===== src/rtl/cam_cfg_pkg.sv =====
// Shared types and constants for the camera register-table sequencer.
package cam_cfg_pkg;

  typedef enum logic [3:0] {
    S_IDLE, S_PWRUP, S_FETCH, S_DECODE, S_ISSUE, S_WAIT,
    S_DELAY, S_NEXT, S_DONE, S_ERROR
`ifdef CAM_CFG_READBACK_EN
    , S_VERIFY
`endif
  } cfg_state_t;

  typedef struct packed {
    logic [7:0] reg_addr;
    logic [7:0] data;
  } cfg_entry_t;

  localparam logic [7:0] CFG_END_REG = 8'hFF;
  localparam logic [7:0] CFG_END_DAT = 8'hFF;
  localparam logic [7:0] CFG_DLY_REG = 8'hF0;

  function automatic logic is_end(input cfg_entry_t e);
    return (e.reg_addr == CFG_END_REG) && (e.data == CFG_END_DAT);
  endfunction

endpackage


===== src/rtl/cam_cfg_rom.sv =====
// Register table ROM, 1-cycle synchronous read.
// TABLE_SEL = 0: OV7670 RGB565 bring-up; TABLE_SEL = 1: short bring-up/test table.
module cam_cfg_rom import cam_cfg_pkg::*; #(
  parameter int TABLE_DEPTH = 128,
  parameter int TABLE_SEL   = 0
) (
  input  logic                           clk,
  input  logic                           reset,
  input  logic [$clog2(TABLE_DEPTH)-1:0] addr,
  output cfg_entry_t                     entry
);

  function automatic cfg_entry_t rom_word(input int a);
    logic [15:0] w;
    w = 16'hFFFF;
    if (TABLE_SEL == 1) begin
      case (a)
        0: w = 16'h1280;  1: w = 16'h1101;  2: w = 16'hF003;
        3: w = 16'h0C04;  4: w = 16'hF000;  5: w = 16'h3E19;
        default: w = 16'hFFFF;
      endcase
    end else begin
      case (a)
        0:  w = 16'h1280;  1:  w = 16'hF00A;  // COM7 soft reset, then settle
        2:  w = 16'h1204;  3:  w = 16'h1101;  // RGB output, clock prescale
        4:  w = 16'h0C00;  5:  w = 16'h3E00;
        6:  w = 16'h0400;  7:  w = 16'h40D0;  // COM15: RGB565 full range
        8:  w = 16'h3A04;  9:  w = 16'h1418;
        10: w = 16'h4FB3;  11: w = 16'h50B3;  12: w = 16'h5100;  // colour matrix
        13: w = 16'h523D;  14: w = 16'h53A7;  15: w = 16'h54E4;
        16: w = 16'h589E;  17: w = 16'h3DC0;
        18: w = 16'h1714;  19: w = 16'h1802;  20: w = 16'h3280;  // window
        21: w = 16'h1903;  22: w = 16'h1A7B;  23: w = 16'h030A;
        24: w = 16'h0F41;  25: w = 16'h1E00;  26: w = 16'h330B;
        27: w = 16'h3C78;  28: w = 16'h6900;  29: w = 16'h7400;
        30: w = 16'hB084;  31: w = 16'hB10C;  32: w = 16'hB20E;
        33: w = 16'hB380;
        default: w = 16'hFFFF;
      endcase
    end
    return cfg_entry_t'(w);
  endfunction

  // Registered table read.
  always_ff @(posedge clk or posedge reset) begin
    if (reset) entry <= '0;
    else       entry <= rom_word(int'(addr));
  end

endmodule


===== src/rtl/cam_cfg_sequencer.sv =====
// Walks the camera register table and issues one SCCB write per entry over
// a req/ack handshake, with in-table ms delays and bounded NACK retry.
// Optional build macro CAM_CFG_READBACK_EN: read back each written register
// and flag a mismatch as an error.
module cam_cfg_sequencer import cam_cfg_pkg::*; #(
  parameter int          CLK_FREQ_HZ = 50_000_000,
  parameter logic [7:0]  DEV_ADDR    = 8'h42,
  parameter int          TABLE_DEPTH = 128,
  parameter int          MAX_RETRY   = 3,
  parameter int          PWRUP_MS    = 10,
  parameter int          TABLE_SEL   = 0,
  localparam int         IDX_W       = $clog2(TABLE_DEPTH)
) (
  input  logic             clk,
  input  logic             reset,
  input  logic             start,
  output logic             m_req,
  output logic             m_rd,
  output logic [7:0]       m_dev,
  output logic [7:0]       m_reg,
  output logic [7:0]       m_wdata,
  input  logic             m_ack,
  input  logic             m_nack,
  input  logic [7:0]       m_rdata,
  output logic             busy,
  output logic             done,
  output logic             error,
  output logic [IDX_W-1:0] err_idx,
  output logic [IDX_W-1:0] cur_idx
);

  localparam int TICK_MAX = CLK_FREQ_HZ / 1000 - 1;
  localparam int TICK_W   = (TICK_MAX > 0) ? $clog2(TICK_MAX + 1) : 1;
  localparam int RTY_W    = (MAX_RETRY > 0) ? $clog2(MAX_RETRY + 1) : 1;
  localparam int MS_W     = 16;
  localparam logic [IDX_W-1:0] LAST = IDX_W'(TABLE_DEPTH - 1);

  cfg_state_t        state, state_nxt, retry_st, ok_st;
  cfg_entry_t        entry;
  logic              start_q, launch, enter_tmr;
  logic [TICK_W-1:0] tick_cnt;
  logic [MS_W-1:0]   ms_cnt;
  logic [RTY_W-1:0]  retry;

  cam_cfg_rom #(.TABLE_DEPTH(TABLE_DEPTH), .TABLE_SEL(TABLE_SEL)) u_rom (
    .clk(clk), .reset(reset), .addr(cur_idx), .entry(entry)
  );

  assign launch    = start & ~start_q;
  assign enter_tmr = (state_nxt != state) && (state_nxt == S_PWRUP || state_nxt == S_DELAY);
  assign busy      = !(state == S_IDLE || state == S_DONE || state == S_ERROR);
  assign done      = (state == S_DONE);
  assign error     = (state == S_ERROR);

`ifdef CAM_CFG_READBACK_EN
  // m_rd doubles as the "read phase" flag for the entry in flight.
  assign retry_st = m_rd ? S_VERIFY : S_ISSUE;
  assign ok_st    = !m_rd ? S_VERIFY : ((m_rdata != entry.data) ? S_ERROR : S_NEXT);

  // Read phase: set when the readback is issued, cleared per new entry.
  always_ff @(posedge clk or posedge reset) begin
    if (reset)                   m_rd <= 1'b0;
    else if (state == S_DECODE)  m_rd <= 1'b0;
    else if (state == S_VERIFY)  m_rd <= 1'b1;
  end
`else
  logic unused_rdata;
  assign unused_rdata = ^m_rdata;
  assign retry_st     = S_ISSUE;
  assign ok_st        = S_NEXT;
  assign m_rd         = 1'b0;
`endif

  // Start edge detector.
  always_ff @(posedge clk or posedge reset) begin
    if (reset) start_q <= 1'b0;
    else       start_q <= start;
  end

  // State register.
  always_ff @(posedge clk or posedge reset) begin
    if (reset) state <= S_IDLE;
    else       state <= state_nxt;
  end

  // Next-state logic.
  always_comb begin
    state_nxt = state;
    case (state)
      S_IDLE, S_DONE, S_ERROR: if (launch) state_nxt = S_PWRUP;
      S_PWRUP:  if (ms_cnt == MS_W'(PWRUP_MS)) state_nxt = S_FETCH;
      S_FETCH:  state_nxt = S_DECODE;
      S_DECODE: begin
        if (is_end(entry))                     state_nxt = S_DONE;
        else if (entry.reg_addr == CFG_DLY_REG) state_nxt = S_DELAY;
        else                                   state_nxt = S_ISSUE;
      end
      S_ISSUE:  state_nxt = S_WAIT;
`ifdef CAM_CFG_READBACK_EN
      S_VERIFY: state_nxt = S_WAIT;
`endif
      S_WAIT: begin
        if (m_ack) begin
          if (m_nack) state_nxt = (retry < RTY_W'(MAX_RETRY)) ? retry_st : S_ERROR;
          else        state_nxt = ok_st;
        end
      end
      S_DELAY:  if (ms_cnt == {8'd0, entry.data}) state_nxt = S_NEXT;
      S_NEXT:   state_nxt = (cur_idx == LAST) ? S_DONE : S_FETCH;
      default:  state_nxt = S_IDLE;
    endcase
  end

  // Free-running ms tick, restarted whenever a timed wait begins.
  always_ff @(posedge clk or posedge reset) begin
    if (reset) begin
      tick_cnt <= '0;
      ms_cnt   <= '0;
    end else if (enter_tmr) begin
      tick_cnt <= '0;
      ms_cnt   <= '0;
    end else if (tick_cnt == TICK_W'(TICK_MAX)) begin
      tick_cnt <= '0;
      ms_cnt   <= ms_cnt + 1'b1;
    end else begin
      tick_cnt <= tick_cnt + 1'b1;
    end
  end

  // Retry counter: fresh budget per entry (and per readback).
  always_ff @(posedge clk or posedge reset) begin
    if (reset) retry <= '0;
    else if (state == S_DECODE) retry <= '0;
    else if (state == S_WAIT && m_ack) begin
      if (!m_nack)                          retry <= '0;
      else if (retry < RTY_W'(MAX_RETRY))   retry <= retry + 1'b1;
    end
  end

  // Request: rises leaving ISSUE/VERIFY, drops the cycle after ack.
  always_ff @(posedge clk or posedge reset) begin
    if (reset) m_req <= 1'b0;
`ifdef CAM_CFG_READBACK_EN
    else if (state == S_ISSUE || state == S_VERIFY) m_req <= 1'b1;
`else
    else if (state == S_ISSUE) m_req <= 1'b1;
`endif
    else if (state == S_WAIT && m_ack) m_req <= 1'b0;
  end

  // Bus fields, table index and error index.
  always_ff @(posedge clk or posedge reset) begin
    if (reset) begin
      m_dev   <= '0;
      m_reg   <= '0;
      m_wdata <= '0;
      cur_idx <= '0;
      err_idx <= '0;
    end else begin
      if (state_nxt == S_PWRUP && state != S_PWRUP) begin
        cur_idx <= '0;
        err_idx <= '0;
      end
      if (state == S_DECODE && state_nxt == S_ISSUE) begin
        m_dev   <= DEV_ADDR;
        m_reg   <= entry.reg_addr;
        m_wdata <= entry.data;
      end
      if (state == S_NEXT && cur_idx != LAST) cur_idx <= cur_idx + 1'b1;
      if (state_nxt == S_ERROR && state != S_ERROR) err_idx <= cur_idx;
    end
  end

endmodule


===== config.mk =====
export PLATFORM = sky130hd
export DESIGN_NAME = cam_cfg_sequencer
export DESIGN_NICKNAME = d
export VERILOG_FILES = /design/src/rtl/cam_cfg_pkg.sv /design/src/rtl/cam_cfg_rom.sv /design/src/rtl/cam_cfg_sequencer.sv
export SDC_FILE = /design/constraint.sdc
export NUM_CORES = 1
export LEC_CHECK = 0
export ABC_AREA = 1
export CELL_PAD_IN_SITES_DETAIL_PLACEMENT = 0
export CELL_PAD_IN_SITES_GLOBAL_PLACEMENT = 2
export CORE_ASPECT_RATIO = 0.7
export CORE_UTILIZATION = 39
export DETAILED_ROUTE_END_ITERATION = 8
export DONT_BUFFER_PORTS = 1
export GPL_ROUTABILITY_DRIVEN = 0
export PLACE_DENSITY = 0.88
export SETUP_SLACK_MARGIN = 0.2
export SLEW_MARGIN = 20
export SYNTH_ARGS = -nofsm -noshare
export SYNTH_HDL_FRONTEND = slang
export SYNTH_SLANG_ARGS = --single-unit

===== constraint.sdc =====
create_clock -name clk -period 7.01 [get_ports clk]
set_clock_uncertainty 0.1 [all_clocks]
set_input_delay 0.3505 -clock clk [delete_from_list [all_inputs] [get_ports clk]]
set_output_delay 0.3505 -clock clk [all_outputs]
set_load 0.1 [all_outputs]

==> impl_metrics.csv <==
group,metric,value,unit
run_status,status,"finished, final reports clean",
logic_synthesis,synthTopCellsByArea,"dfrtp_1 (40%), nand2_1 (14%), inv_1 (7.7%)",
logic_synthesis,synth_cells,772,
setup_path,critPathTopFamily,"simple AND/OR/NAND/NOR gates",
routing,highest_layer,"met4",
logic_synthesis,ys_top_cells_by_count,"nand2_1 (198), inv_1 (112), dfrtp_1 (87), nor2_1 (87), nand3_1 (52)",
setup_path,cp.required,7.14,ns
setup_path,crit_buf_inv,4,
cts,cts_buffers,9,
logic_synthesis,yosysMostFrequentCell,"nand2_1",
power,powerDensity,245,mW/mm^2
routing,first_pass_iters,4,
power,p_leak,3.18,nW
global_routing,track_usage,20.1,%
power,internal_power,0.908,mW
cts,numClockSinks,87,
floorplanning,rows,35,
placement,post_dp_cell_area,0.00565,sq mm
logic_synthesis,synth-seq-cells,87,
min_path,hp-start,"m_nack",
setup_path,max_stage_delay,1.00,ns
power,p_clk_share,30.7,%
routing,route.detailed.drc,0,
timing,tns,0,ns
power,p_switching,0.545,mW
floorplanning,pin_count,56,
routing,ant_nets,0,
power,ir_drop,0.000128,V
setup_path,critPathArrivalTime,3.35,ns
floorplanning,initial_utilization,40.6,%
cts,clkTransAtPathRegs,0.06,ns
power,pwr-share-seq,41.9,%
routing,wl,13.3,mm
cts,cts_tree,"done",
cts,root_buffer,"clkbuf_16",
setup_path,cp-start-kind,"register",
final_layout,top_regs,"ms_cnt x16, tick_cnt x16, u_rom.entry x16",
power,sw_frac_of_total,37.5,%
final_layout,fillers,1397,
floorplanning,die_h,101,um
floorplanning,core,0.0134,sq mm
setup_path,critical_path.startpoint,"cur_idx[6]$_DFFE_PP0P_",
timing,setup_viol,0,
final_layout,antennaDiodeCount,0,
final_layout,syn_to_final_growth,9.27,%
setup_path,critPathMostFrequentCell,"nand2_1",
setup_path,crit_type,"register to register",
logic_synthesis,yosysTopAreaCellShare,40.0,%
global_routing,grt_overflow,0,
placement,dp_slack,3.75,ns
logic_synthesis,synth_area_leader_cell,"dfrtp_1",
min_path,hp-class,"input port to register",
global_routing,grt_pass1_vias,4413,
routing,met1_length,7.15,mm
job,cap_violations,0,
global_routing,grt_start_max_net_pins,56,
logic_synthesis,yosys_warnings,0,
setup_path,cp-end-kind,"register",
logic_synthesis,syn_area,0.00544,sq mm
cts,cts_resized,0,
timing,worst_pin_slew,0.993,ns
routing,vias,4633,
cts,h-tree-depth,3,
timing,max_freq,311,MHz
cts,cts_max_path_buffers,2,
timing,hold_violations,0,
global_routing,grt_pass1_wl,22.3,mm
logic_synthesis,syn_area_per_cell,7.05,sq um
timing,final.period_utilization,45.9,%
timing,rsz0062_at_grt,"no",
floorplanning,die_area,0.0144,sq mm
final_layout,nets,801,
timing,period_needed,3.22,ns
logic_synthesis,synth_ff_type,"dfrtp_1",
routing,wl_met2,5.02,mm
final_layout,drive_gt1_share,10.3,%
final_layout,fin_area,0.00595,sq mm
routing,initialDrtViolationCount,349,
logic_synthesis,synth_cell_types,40,
routing,wl_met3,1.02,mm
logic_synthesis,ys_async_sr_fraction,100,%
setup_path,crit_slowest_cell,"dfrtp_1",
placement,place_hpwl,9.85,mm
floorplanning,die_w,143,um
logic_synthesis,ys_seq_area_share,40.0,%
setup_path,reg2reg_from,"cur_idx[6]$_DFFE_PP0P_",
setup_path,worstPathCellList,"inv_1 > nor2_1 > nand2_1 > nand2_2 > inv_2 > nor2_1 > nand3_1 > inv_1 > nand2_1 > nand2_2 > nand3_2 > nand2_1 > inv_2",
timing,layout_setup_ws,3.79,ns
placement,io_buffers,0,
timing,relSlewSlack,33.8,%
routing,vias_per_cell,4.82,
setup_path,worstPathMaxFanout,31,
routing,detail_route.wl_per_cell,13.8,um
power,pwr-share-comb,27.4,%
logic_synthesis,synth_edf_count,0,
timing,slew_viol_final,0,
cts,insertion_delay,0.34,ns
global_routing,antenna_found_initial,0,
## timing repair
action	CTS	global route
buffers inserted	0	0
endpoints found under the hold margin	33	0
hold buffers	2	0
## cell type report
class                           count  area (sq um)  area share, %
Inverter                          149           561           9.43
Tap cell                          185           231           3.89
Timing Repair Buffer               11           128           2.15
Clock inverter                      6          45.0          0.758
Sequential cell                    87          2180           36.6
Clock buffer                       10           229           3.85
Multi-Input combinational cell    514          2570           43.3
## worst reg2reg max path, cell delays in order (launching register included)
cell     delay [ns]
dfrtp_1        1.00
inv_1          0.24
nor2_1         0.20
nand2_1        0.08
nand2_2        0.17
inv_2          0.10
nor2_1         0.13
nand3_1        0.09
inv_1          0.05
nand2_1        0.05
nand2_2        0.07
nand3_2        0.53
nand2_1        0.26
inv_2          0.04
## cells by family after synthesis
family,Yosys count,synth area share (%)
simple gates,386,30.3
buf+inv,177,13.4
flops,87,40.0
compound gates,80,8.48
xor+xnor,25,4.02
fa+ha+maj,16,3.68
other cells,1,0.0689
## per-stage QoR
step,power [mW],cells,hold slack [ns],util [%]
6_report,1.45,962,0.0811,44.4
5_1_grt,1.55,962,0.0916,44.4
4_1_cts,1.47,962,0.0680,44.3
3_5_place_dp,1.01,944,0.211,42.1
3_3_place_gp,1.01,944,0.197,42.1
2_1_floorplan,0.926,778,0.282,-
## power by group through the flow
| stage | clock, mW | combinational (mW) | sequential [mW] |
|---|---|---|---|
| final | 0.446 | 0.399 | 0.609 |
| after global routing | 0.483 | 0.451 | 0.618 |
| after CTS | 0.464 | 0.397 | 0.610 |
| after detailed placement | 0 | 0.394 | 0.619 |
| after global placement | 0 | 0.396 | 0.617 |
| after floorplan | 0 | 0.281 | 0.645 |
## path summary, 6_finish.rpt
kind | end | slack, ns | depth (start not counted)
max | tick_cnt[11]$_DFF_PP0_ | 3.79 | 13
min | retry[1]$_DFFE_PP0P_ | 0.08 | 2
max reg2reg | tick_cnt[11]$_DFF_PP0_ | 3.79 | 13
min reg2reg | m_reg[5]$_DFFE_PP0P_ | 0.44 | 2
max in group asynchronous | u_rom.entry[5]$_DFF_PP0_ | 5.28 | 3
min in group asynchronous | m_reg[4]$_DFFE_PP0P_ | 0.40 | 2
## cell usage in the layout, fill, tap and decap left out, drive strengths merged, types with 2 or more instances in the layout
master and n:
buf 9, nor4 5, conb 7, o211ai 6, nor3 11, a21oi 9, a211oi 3, inv 147
dfrtp 87, nor2 90, nand3b 2, ha 16, xor2 17, clkbuf 10, clkinvlp 3, o311ai 2
xnor2 8, o21ai 49, o2111ai 2, nand2 204, dlygate4sd3 2, nand3 57, clkinv 5, o31ai 3
nand4 14
## layer usage
layer  vias up  global-route usage, %
li1       2380                      -
met1      2091                   31.2
met2       154                   27.3
met3         8                   4.61
met4         0                   4.96
met5         -                      0
(Power assumes the default switching activity.)
